$ cat src/rtl/npu_arb_pkg.sv
// Shared types and defaults for the NPU host arbiter.
// The per-requester count slice helper keeps the bus-slicing arithmetic in one place.
package npu_arb_pkg;

    localparam int unsigned NUM_REQ_DEFAULT = 2;
    localparam int unsigned CNT_W_DEFAULT   = 8;

    typedef enum logic [1:0] {
        StIdle,
        StXfer,
        StDone
    } arb_state_e;

    function automatic int unsigned cnt_lsb(input int unsigned idx, input int unsigned width);
        return idx * width;
    endfunction

endpackage

$ cat src/rtl/npu_rr_picker.sv
// Combinational round-robin select: first asserted request at or after rr_ptr, with wrap.
module npu_rr_picker #(
    parameter int unsigned NUM_REQ = 2,
    parameter int unsigned PTR_W   = $clog2(NUM_REQ)
) (
    input  logic [NUM_REQ-1:0] req,
    input  logic [PTR_W-1:0]   rr_ptr,
    output logic [NUM_REQ-1:0] pick,
    output logic [PTR_W-1:0]   pick_idx,
    output logic               pick_valid
);

    logic [PTR_W-1:0] idx;

    always_comb begin
        pick       = '0;
        pick_idx   = '0;
        pick_valid = 1'b0;
        idx        = '0;
        for (int unsigned off = 0; off < NUM_REQ; off++) begin
            idx = PTR_W'((32'(rr_ptr) + off) % NUM_REQ);
            if (!pick_valid && req[idx]) begin
                pick_valid = 1'b1;
                pick[idx]  = 1'b1;
                pick_idx   = idx;
            end
        end
    end

endmodule

$ cat src/rtl/npu_host_arbiter.sv
// Shares one NPU between NUM_REQ host requesters, one complete invocation at a time.
// Ownership is round-robin; release happens once the latched input and output counts drain.
module npu_host_arbiter
    import npu_arb_pkg::*;
#(
    parameter int unsigned NUM_REQ = NUM_REQ_DEFAULT,
    parameter int unsigned CNT_W   = CNT_W_DEFAULT
) (
    input  logic                     CLK,
    input  logic                     RST,
    input  logic [NUM_REQ-1:0]       req,
    input  logic [NUM_REQ*CNT_W-1:0] in_cnt,
    input  logic [NUM_REQ*CNT_W-1:0] out_cnt,
    output logic [NUM_REQ-1:0]       grant,
    output logic [NUM_REQ-1:0]       done,
    input  logic [NUM_REQ*32-1:0]    req_in_data,
    input  logic [NUM_REQ-1:0]       req_in_valid,
    output logic [NUM_REQ-1:0]       req_in_ready,
    output logic [31:0]              req_out_data,
    output logic [NUM_REQ-1:0]       req_out_valid,
    input  logic [NUM_REQ-1:0]       req_out_ready,
    output logic [31:0]              npu_input_data,
    output logic                     npu_input_fifo_write_enable,
    input  logic                     npu_input_fifo_full,
    output logic                     npu_output_fifo_read_enable,
    input  logic [31:0]              npu_output_data,
    input  logic                     npu_output_fifo_empty
);

    localparam int unsigned PTR_W = $clog2(NUM_REQ);

    arb_state_e         state_q;
    logic [NUM_REQ-1:0] grant_q;
    logic [NUM_REQ-1:0] done_q;
    logic [PTR_W-1:0]   owner_q;
    logic [PTR_W-1:0]   rr_ptr_q;
    logic [PTR_W-1:0]   next_ptr;
    logic [CNT_W-1:0]   in_rem_q;
    logic [CNT_W-1:0]   out_rem_q;
    logic [CNT_W-1:0]   in_rem_d;
    logic [CNT_W-1:0]   out_rem_d;

    logic [NUM_REQ-1:0] pick;
    logic [PTR_W-1:0]   pick_idx;
    logic               pick_valid;
    logic [CNT_W-1:0]   pick_in_cnt;
    logic [CNT_W-1:0]   pick_out_cnt;

    logic               owned;
    logic               in_ok;
    logic               out_ok;
    logic               wr_en;
    logic               rd_en;

    npu_rr_picker #(
        .NUM_REQ (NUM_REQ),
        .PTR_W   (PTR_W)
    ) u_picker (
        .req        (req),
        .rr_ptr     (rr_ptr_q),
        .pick       (pick),
        .pick_idx   (pick_idx),
        .pick_valid (pick_valid)
    );

    // Counts are taken from whichever requester wins this cycle's arbitration.
    always_comb begin
        pick_in_cnt  = '0;
        pick_out_cnt = '0;
        for (int unsigned i = 0; i < NUM_REQ; i++) begin
            if (pick[i]) begin
                pick_in_cnt  = in_cnt[cnt_lsb(i, CNT_W) +: CNT_W];
                pick_out_cnt = out_cnt[cnt_lsb(i, CNT_W) +: CNT_W];
            end
        end
    end

    // grant_q is only nonzero in XFER, so it gates every owner-side handshake.
    always_comb begin
        owned         = |grant_q;
        in_ok         = owned && !npu_input_fifo_full && (in_rem_q != '0);
        out_ok        = owned && !npu_output_fifo_empty && (out_rem_q != '0);
        req_in_ready  = in_ok ? grant_q : '0;
        req_out_valid = out_ok ? grant_q : '0;
        wr_en         = |(req_in_valid & req_in_ready);
        rd_en         = |(req_out_ready & req_out_valid);
        in_rem_d      = in_rem_q - CNT_W'(wr_en);
        out_rem_d     = out_rem_q - CNT_W'(rd_en);
        next_ptr      = (owner_q == PTR_W'(NUM_REQ - 1)) ? '0 : owner_q + 1'b1;
        npu_input_data = '0;
        for (int unsigned i = 0; i < NUM_REQ; i++) begin
            if (grant_q[i]) begin
                npu_input_data = req_in_data[cnt_lsb(i, 32) +: 32];
            end
        end
    end

    always_ff @(posedge CLK or negedge RST) begin
        if (!RST) begin
            state_q   <= StIdle;
            grant_q   <= '0;
            done_q    <= '0;
            owner_q   <= '0;
            rr_ptr_q  <= '0;
            in_rem_q  <= '0;
            out_rem_q <= '0;
        end else begin
            done_q <= '0;
            unique case (state_q)
                StIdle: begin
                    if (pick_valid) begin
                        grant_q   <= pick;
                        owner_q   <= pick_idx;
                        in_rem_q  <= pick_in_cnt;
                        out_rem_q <= pick_out_cnt;
                        state_q   <= StXfer;
                    end
                end
                StXfer: begin
                    in_rem_q  <= in_rem_d;
                    out_rem_q <= out_rem_d;
                    if (in_rem_d == '0 && out_rem_d == '0) begin
                        grant_q  <= '0;
                        done_q   <= grant_q;
                        rr_ptr_q <= next_ptr;
                        state_q  <= StDone;
                    end
                end
                StDone: begin
                    state_q <= StIdle;
                end
                default: begin
                    state_q <= StIdle;
                end
            endcase
        end
    end

    assign grant                       = grant_q;
    assign done                        = done_q;
    assign req_out_data                = npu_output_data;
    assign npu_input_fifo_write_enable = wr_en;
    assign npu_output_fifo_read_enable = rd_en;

endmodule

$ cat config.mk
export PLATFORM = sky130hd
export DESIGN_NAME = npu_host_arbiter
export DESIGN_NICKNAME = d
export VERILOG_FILES = /design/src/rtl/npu_arb_pkg.sv /design/src/rtl/npu_rr_picker.sv /design/src/rtl/npu_host_arbiter.sv
export SDC_FILE = /design/constraint.sdc
export NUM_CORES = 1
export LEC_CHECK = 0
export CAP_MARGIN = 40
export CORE_ASPECT_RATIO = 0.9
export CORE_MARGIN = 4
export CORE_UTILIZATION = 28
export CTS_CLUSTER_SIZE = 28
export DETAILED_ROUTE_END_ITERATION = 6
export PLACE_DENSITY = 0.82
export SETUP_SLACK_MARGIN = 0.02
export SYNTH_ARGS = -nofsm -noshare
export SYNTH_HDL_FRONTEND = slang
export SYNTH_SLANG_ARGS = --single-unit
export TNS_END_PERCENT = 100
$ cat constraint.sdc
create_clock -name CLK -period 2.9 [get_ports CLK]
set_input_delay 0.29 -clock CLK [delete_from_list [all_inputs] [get_ports CLK]]
set_output_delay 0.29 -clock CLK [all_outputs]
set_load 0.01 [all_outputs]
# Word level (Yosys, flattened, before mapping)
# Index checks and enable logic that the tools add are counted.
[totals]
ff_bits = 24
in_bits = 138
out_inout_bits = 74
[classes]
bitwise = 3
n_reduce_logical = 25
add_sub_neg = 4
eq_ne = 3
n_mux = 35
n_lt_le_gt_ge = 4
[op_table]
columns = ["operator", "n"]
rows = [
  ["$mux 32", 2],
  ["$mux 8", 6],
  ["$pmux 8 s2", 2],
  ["$mux 2", 10],
  ["$logic_not 8->1", 2],
  ["$reduce_bool 8->1", 2],
  ["$sub 8x1->8", 2],
  ["$mux 1", 11],
  ["$logic_and 1x1->1", 8],
  ["$pmux 2 s2", 2],
  ["$reduce_and 2->1", 4],
  ["$reduce_or 2->1", 3],
  ["$and 2x2->2", 2],
  ["$lt 1x2->1 const B", 2],
  ["$ne 2x2->1 const B", 2],
  ["$logic_not 1->1", 3],
  ["$reduce_and 3->1", 1],
  ["$add 1x1->1 const B", 2],
  ["$demux 1 s1", 2],
  ["$eq 2x1->1 const B", 1],
  ["$ge 1x1->1 const B", 2],
  ["$logic_not 2->1", 1],
  ["$or 2x2->2", 1],
  ["$reduce_bool 2->1", 1],
]

# Longest topological paths before layout
# Gate-level depths: netlist of run 1.
[depth]
depth_word = 11
depth_mapped = 14
depth_no_buf = 12

# By module
# A second synthesis of run 1 with hierarchy kept.
[hier_totals]
hier_cells = 265
hier_area_um2 = 2278.4
[modules_own_cells]
columns = ["module", "area_each_um2", "instances", "cells_each"]
rows = [
  ["npu_host_arbiter", 2245.9, 1, 260],
  ["npu_rr_picker", 32.5, 1, 5],
]

# Least setup slack after synthesis of run 1
# No wires, ideal clock.
[synth_timing]
path_kind = "reg-to-reg"
startpoint = "register in_rem_q[3]"
endpoint = "register rr_ptr_q"
slack_ps = -181
path_stages_with_launch = 12
t_required_ps = 2821
arrival_time_ps = 3001
path_cell_list = "dfrtp_1 nor4_1 a211oi_1 and2_1 a22o_1 ha_1 ha_1 nand3_1 nor4_1 nand3_1 nor4_4 mux2i_1"
[synth_via]
elab_chain_cells = 9
[synth_rtl]
columns = ["element", "line_no", "rtl"]
rows = [
  ["from (decl)", "npu_host_arbiter.sv:38", "logic [CNT_W-1:0] in_rem_q;"],
  ["from (signal assigned)", "npu_host_arbiter.sv:114", "in_rem_q <= pick_in_cnt;"],
  ["from (signal assigned)", "npu_host_arbiter.sv:120", "in_rem_q <= in_rem_d;"],
  ["$reduce_bool 8->1", "npu_host_arbiter.sv:81", "in_ok = owned && !npu_input_fifo_full && (in_rem_q != '0);"],
  ["$logic_and 1x1->1", "npu_host_arbiter.sv:81", ""],
  ["$mux 2", "npu_host_arbiter.sv:83", "req_in_ready = in_ok ? grant_q : '0;"],
  ["via req_in_ready[0]", "npu_host_arbiter.sv:18", "output logic [NUM_REQ-1:0] req_in_ready,"],
  ["$and 2x2->2", "npu_host_arbiter.sv:85", "wr_en = |(req_in_valid & req_in_ready);"],
  ["$reduce_or 2->1", "npu_host_arbiter.sv:85", ""],
  ["via npu_input_fifo_write_enable", "npu_host_arbiter.sv:23", "output logic npu_input_fifo_write_enable,"],
  ["$sub 8x1->8", "npu_host_arbiter.sv:87", "in_rem_d = in_rem_q - CNT_W'(wr_en);"],
  ["$logic_not 8->1", "npu_host_arbiter.sv:122", "if (in_rem_d == '0 && out_rem_d == '0) begin"],
  ["$logic_and 1x1->1", "npu_host_arbiter.sv:122", ""],
  ["$reduce_and 2->1 (no source line)", "n/a", ""],
  ["to (signal assigned)", "npu_host_arbiter.sv:125", "rr_ptr_q <= next_ptr;"],
  ["to (decl)", "npu_host_arbiter.sv:36", "logic [PTR_W-1:0] rr_ptr_q;"],
]
# The timed path passes the listed nets, and every way through them passes these cells.
# A chain may end at the register's enable or synchronous reset.

# Worst setup path after layout of run 1
[layout_timing]
startpoint = "register out_rem_q[4]"
endpoint = "register rr_ptr_q"
[layout_via]
elab_chain_cells = 9
[layout_rtl]
columns = ["element", "line_no", "rtl"]
rows = [
  ["from (decl)", "npu_host_arbiter.sv:39", "logic [CNT_W-1:0] out_rem_q;"],
  ["from (signal assigned)", "npu_host_arbiter.sv:115", "out_rem_q <= pick_out_cnt;"],
  ["from (signal assigned)", "npu_host_arbiter.sv:121", "out_rem_q <= out_rem_d;"],
  ["$reduce_bool 8->1", "npu_host_arbiter.sv:82", "out_ok = owned && !npu_output_fifo_empty && (out_rem_q != '0);"],
  ["$logic_and 1x1->1", "npu_host_arbiter.sv:82", ""],
  ["$mux 2", "npu_host_arbiter.sv:84", "req_out_valid = out_ok ? grant_q : '0;"],
  ["$and 2x2->2", "npu_host_arbiter.sv:86", "rd_en = |(req_out_ready & req_out_valid);"],
  ["$reduce_or 2->1", "npu_host_arbiter.sv:86", ""],
  ["$sub 8x1->8 (*)", "npu_host_arbiter.sv:88", "out_rem_d = out_rem_q - CNT_W'(rd_en);"],
  ["$logic_not 8->1 (*)", "npu_host_arbiter.sv:122", ""],
  ["$logic_and 1x1->1 (*)", "npu_host_arbiter.sv:122", ""],
  ["$reduce_and 2->1 (no source line) (*)", "n/a", ""],
]
# Every way passes the cells marked *; elsewhere a longest branch is shown, timed or not.

==> results of run 1 <==
## metal layers
metal / vias up / global-route usage [%] / part of all wire [%]
met5: - / 0 / 0
met4: 0 / 3.433 / 1.4
met3: 21 / 4.259 / 7.1
met2: 113 / 31.32 / 51
met1: 1252 / 23.68 / 40
li1: 1250 / - / -
## through the flow
step | TNS (ns) | cell area, um2 | utilization (%)
2_1_floorplan | 0 | 2225 | -
3_3_place_gp | -0.3776 | 3716 | 49.01
3_5_place_dp | -0.6389 | 3716 | 49.01
4_1_cts | -0.01305 | 3814 | 50.30
5_1_grt | -0.8210 | 3941 | 51.98
6_report | -0.2854 | 3941 | 51.98
## flip-flops by register name, summed over array words and instances (netlist names)
| register | count |
|---|---|
| in_rem_q | 8 |
| out_rem_q | 8 |
| done | 2 |
| grant | 2 |
| state_q | 2 |
| owner_q | 1 |
| rr_ptr_q | 1 |
## repair_timing
| action | CTS | global route |
|---|---|---|
| pin swaps | 4 | 14 |
| buffers inserted | 3 | 6 |
| gates resized for setup | 5 | 12 |
| endpoints found under the setup margin | 6 | 7 |
## power groups by stage
stage | Clock (mW) | Sequential (mW) | Combinational [mW]
2_1_floorplan | 0 | 0.542 | 0.532
3_5_place_dp | 0 | 0.539 | 1.03
6_report | 0.242 | 0.546 | 1.14
3_3_place_gp | 0 | 0.525 | 1.01
4_1_cts | 0.242 | 0.533 | 1.06
5_1_grt | 0.259 | 0.554 | 1.23
## cells in the mapped netlist
master,number,area share [%]
a22o_1,33,13
buf_4,32,11
dfrtp_1,24,27
nand2_1,21,3.6
clkbuf_1,18,3.1
nor2_1,17,2.9
a21oi_1,13,3.0
o21ai_0,13,3.0
a221oi_1,12,4.8
inv_1,8,1.4
nor3_1,7,1.6
a31oi_1,6,1.7
and2_1,6,1.7
xor2_1,6,2.4
nand3_1,5,1.1
nor4_1,5,1.4
o22a_1,5,2.0
ha_1,4,2.3
nor2b_1,4,1.1
o22ai_1,4,1.1
nand2b_1,2,0.57
o21a_1,2,0.68
xnor2_1,2,0.80
a211o_1,1,0.40
a211oi_1,1,0.34
a21boi_1,1,0.34
a222oi_1,1,0.46
a22oi_1,1,0.34
a32o_1,1,0.46
a41oi_1,1,0.40
mux2i_1,1,0.46
nand2_2,1,0.28
nand4_1,1,0.28
nor3b_1,1,0.34
nor4_4,1,0.97
o21ai_1,1,0.23
o31a_1,1,0.40
or2_2,1,0.28
or3_1,1,0.28
or3_4,1,0.51
or3b_2,1,0.40
or4_4,1,0.51
xnor2_2,1,0.74
## cell type report
type                            instances  area share (%)
Multi-Input combinational cell        187           35.17
Sequential cell                        24           15.24
Inverter                                8          0.7619
Timing Repair Buffer                  184           44.38
Clock buffer                            4           1.397
Tap cell                               96           3.048
## logic make-up (layout without fill, tap and decap cells)
| family | Yosys count | after routing |
|---|---|---|
| multiplexers | 1 | 1 |
| flip-flops | 24 | 24 |
| XOR/XNOR | 9 | 9 |
| buffers and inverters | 58 | 196 |
| AO/OA/AOI/OAI | 97 | 97 |
| adder cells (fa/ha/maj) | 4 | 4 |
| AND/OR/NAND/NOR | 76 | 76 |
## worst max-delay path by stage
stage | from | to | slack [ns] | depth (start not counted)
3_3_place_gp | npu_input_fifo_full | rr_ptr_q$_DFFE_PN0P_ | -0.11 | 11
3_5_place_dp | npu_input_fifo_full | rr_ptr_q$_DFFE_PN0P_ | -0.19 | 11
6_report | out_rem_q[4]$_DFFE_PN0P_ | rr_ptr_q$_DFFE_PN0P_ | -0.12 | 12
5_1_grt | out_rem_q[4]$_DFFE_PN0P_ | rr_ptr_q$_DFFE_PN0P_ | -0.19 | 12
2_1_floorplan | in_rem_q[2]$_DFFE_PN0P_ | rr_ptr_q$_DFFE_PN0P_ | 0.02 | 12
4_1_cts | in_rem_q[2]$_DFFE_PN0P_ | rr_ptr_q$_DFFE_PN0P_ | -0.01 | 11
## cells in the final DEF, fill, tap and decap left out, types with 2 or more instances in the layout
cell type          n
and2_1             6
nor2b_2            2
nor2_1            16
xor2_1             5
o21ai_0           13
a21oi_1           12
clkbuf_8           4
nor4_1             3
nor4_4             2
nor3_1             6
nand2b_1           2
ha_4               4
nand3_1            4
nand2_1           21
o22ai_1            3
a31oi_1            6
buf_4             37
o21a_1             2
a22o_1            33
o22a_1             5
clkdlybuf4s50_1  147
inv_1              8
xnor2_1            2
dfrtp_1           24
a221oi_1          12
## critical path: stages (launching register included)
cell and delay [ns]:
dfrtp_1 0.40, or4_4 0.57, nor2_4 0.11, a21oi_2 0.07, nor2b_4 0.14, ha_4 0.18
ha_4 0.18, xor2_2 0.19, nor4_2 0.27, nand3_1 0.18, nor4_4 0.28, buf_4 0.17
mux2i_1 0.19
==> flow_summary.ini, run 1 <==
[status]
status = complete, but fails checks
violations = negative setup slack

[final_layout]
fin_nets = 550
fillers = 708
area.sequential_um2 = 600.6
drive_gt1_share_pct = 15.72
finalNonFillerCells = 503
multiInputGateArea_um2 = 1386
area_growth_pct = 79.28
diodes = 0

[timing]
hold_violations = 0
fin_crit_ns = 3.017
finalClockSkew_ns = 0.008079
worst_slew_pin_slew_ns = 0.7568
min_period_over_period_pct = 104.0
hold_slack_ns = 0.3690
slew_headroom_pct = 49.36
rsz0062_at_grt = yes
fin_ws_ns = -0.1173
setup_viol = 6
timing.final.max_slew_violations = 0
max_freq_mhz = 331.4

[pwr]
swShare_pct = 38.52
leakagePower_nw = 1.558
vdd_drop_max_uv = 313.3
power.density_nw_per_um2 = 489.5
comb_power_share_pct = 59.1
seq_power_share_pct = 28.3
p_clk_share_pct = 12.5
p_sw_mw = 0.7432
p_int_mw = 1.186
p_total_mw = 1.929

[critical_path]
crit_required_ns = 3.10
rr_endpoint = rr_ptr_q$_DFFE_PN0P_
reg2reg_depth = 12
critical_path_class = register to register
path_max_fanout = 6
arrival_ns = 3.21
startpoint_type = register
cp-end-kind = register
r2r-start = out_rem_q[4]$_DFFE_PN0P_
ff2ff_setup_slack_ns = -0.12

[detailed_routing]
dr.pass1.iters = 4
viasPerCell = 5.241
drt_iter0_markers = 152
drc_errors = 0
final_antenna_net_count = 0
avgRoutedWirePerCell_um = 18.07
wl_um = 9088
vias = 2636

[synthesis]
ys_ff_latch = 24
synth_top_family_by_area = compound AO/OA/AOI/OAI gates
syn_avg_cell_area_um2 = 8.172
synthesis.instances = 269
synth-simple-area-share_pct = 17.93
synthAdderAreaFrac_pct = 2.277
syn-num-nets = 411
ys_types = 43
synth_compound_area_share_pct = 32.73
muxShareOfSynthArea_pct = 0.4553
syn-cell-area_um2 = 2198
ys.warnings.count = 0
synth_seq_area_share_pct = 27.32
synth_xor_area_share_pct = 3.927

[global_route]
grt_start_max_net_pins = 33
antenna_found_initial = 0
globalRouteOverflowTotal = 0
grt.total_usage_pct = 18.39
grt_pass1_vias = 2713
grt_pass1_wl_um = 13760

[run]
maxCapViolCount = 0

[die]
start_util_pct = 28.99
fp-row-count = 30
die_x_um = 101.4
ios = 212
coreArea_um2 = 7582
die_area_um2 = 9335
die_h_um = 92.06

[placed_design]
place.gp.congestion = 0.9579
port_buffers = 147
placed_cells = 490
place_ws_ns = -0.1880
dp_hpwl_um = 7198

[clocking]
hold_buffers = 0
cts_tree = built
root_buffer = clkbuf_8
cts_made_buffers = 3
clk_latency_ns = 0.28
cts.sinks = 24
path_clk_slew_ns = 0.10
cts.path.max_buffers = 2
htree_levels = 1

[hold_path]
hp-class = input port to async pin
Note: power is estimated with default switching activity, not from simulation.
==> inputs of run 2 (changes only) <==
Settings changed: CAP_MARGIN 40 to 20.
==> results of run 2 <==
Same layout as run 1: the final DEF is identical, and so are final timing and power.
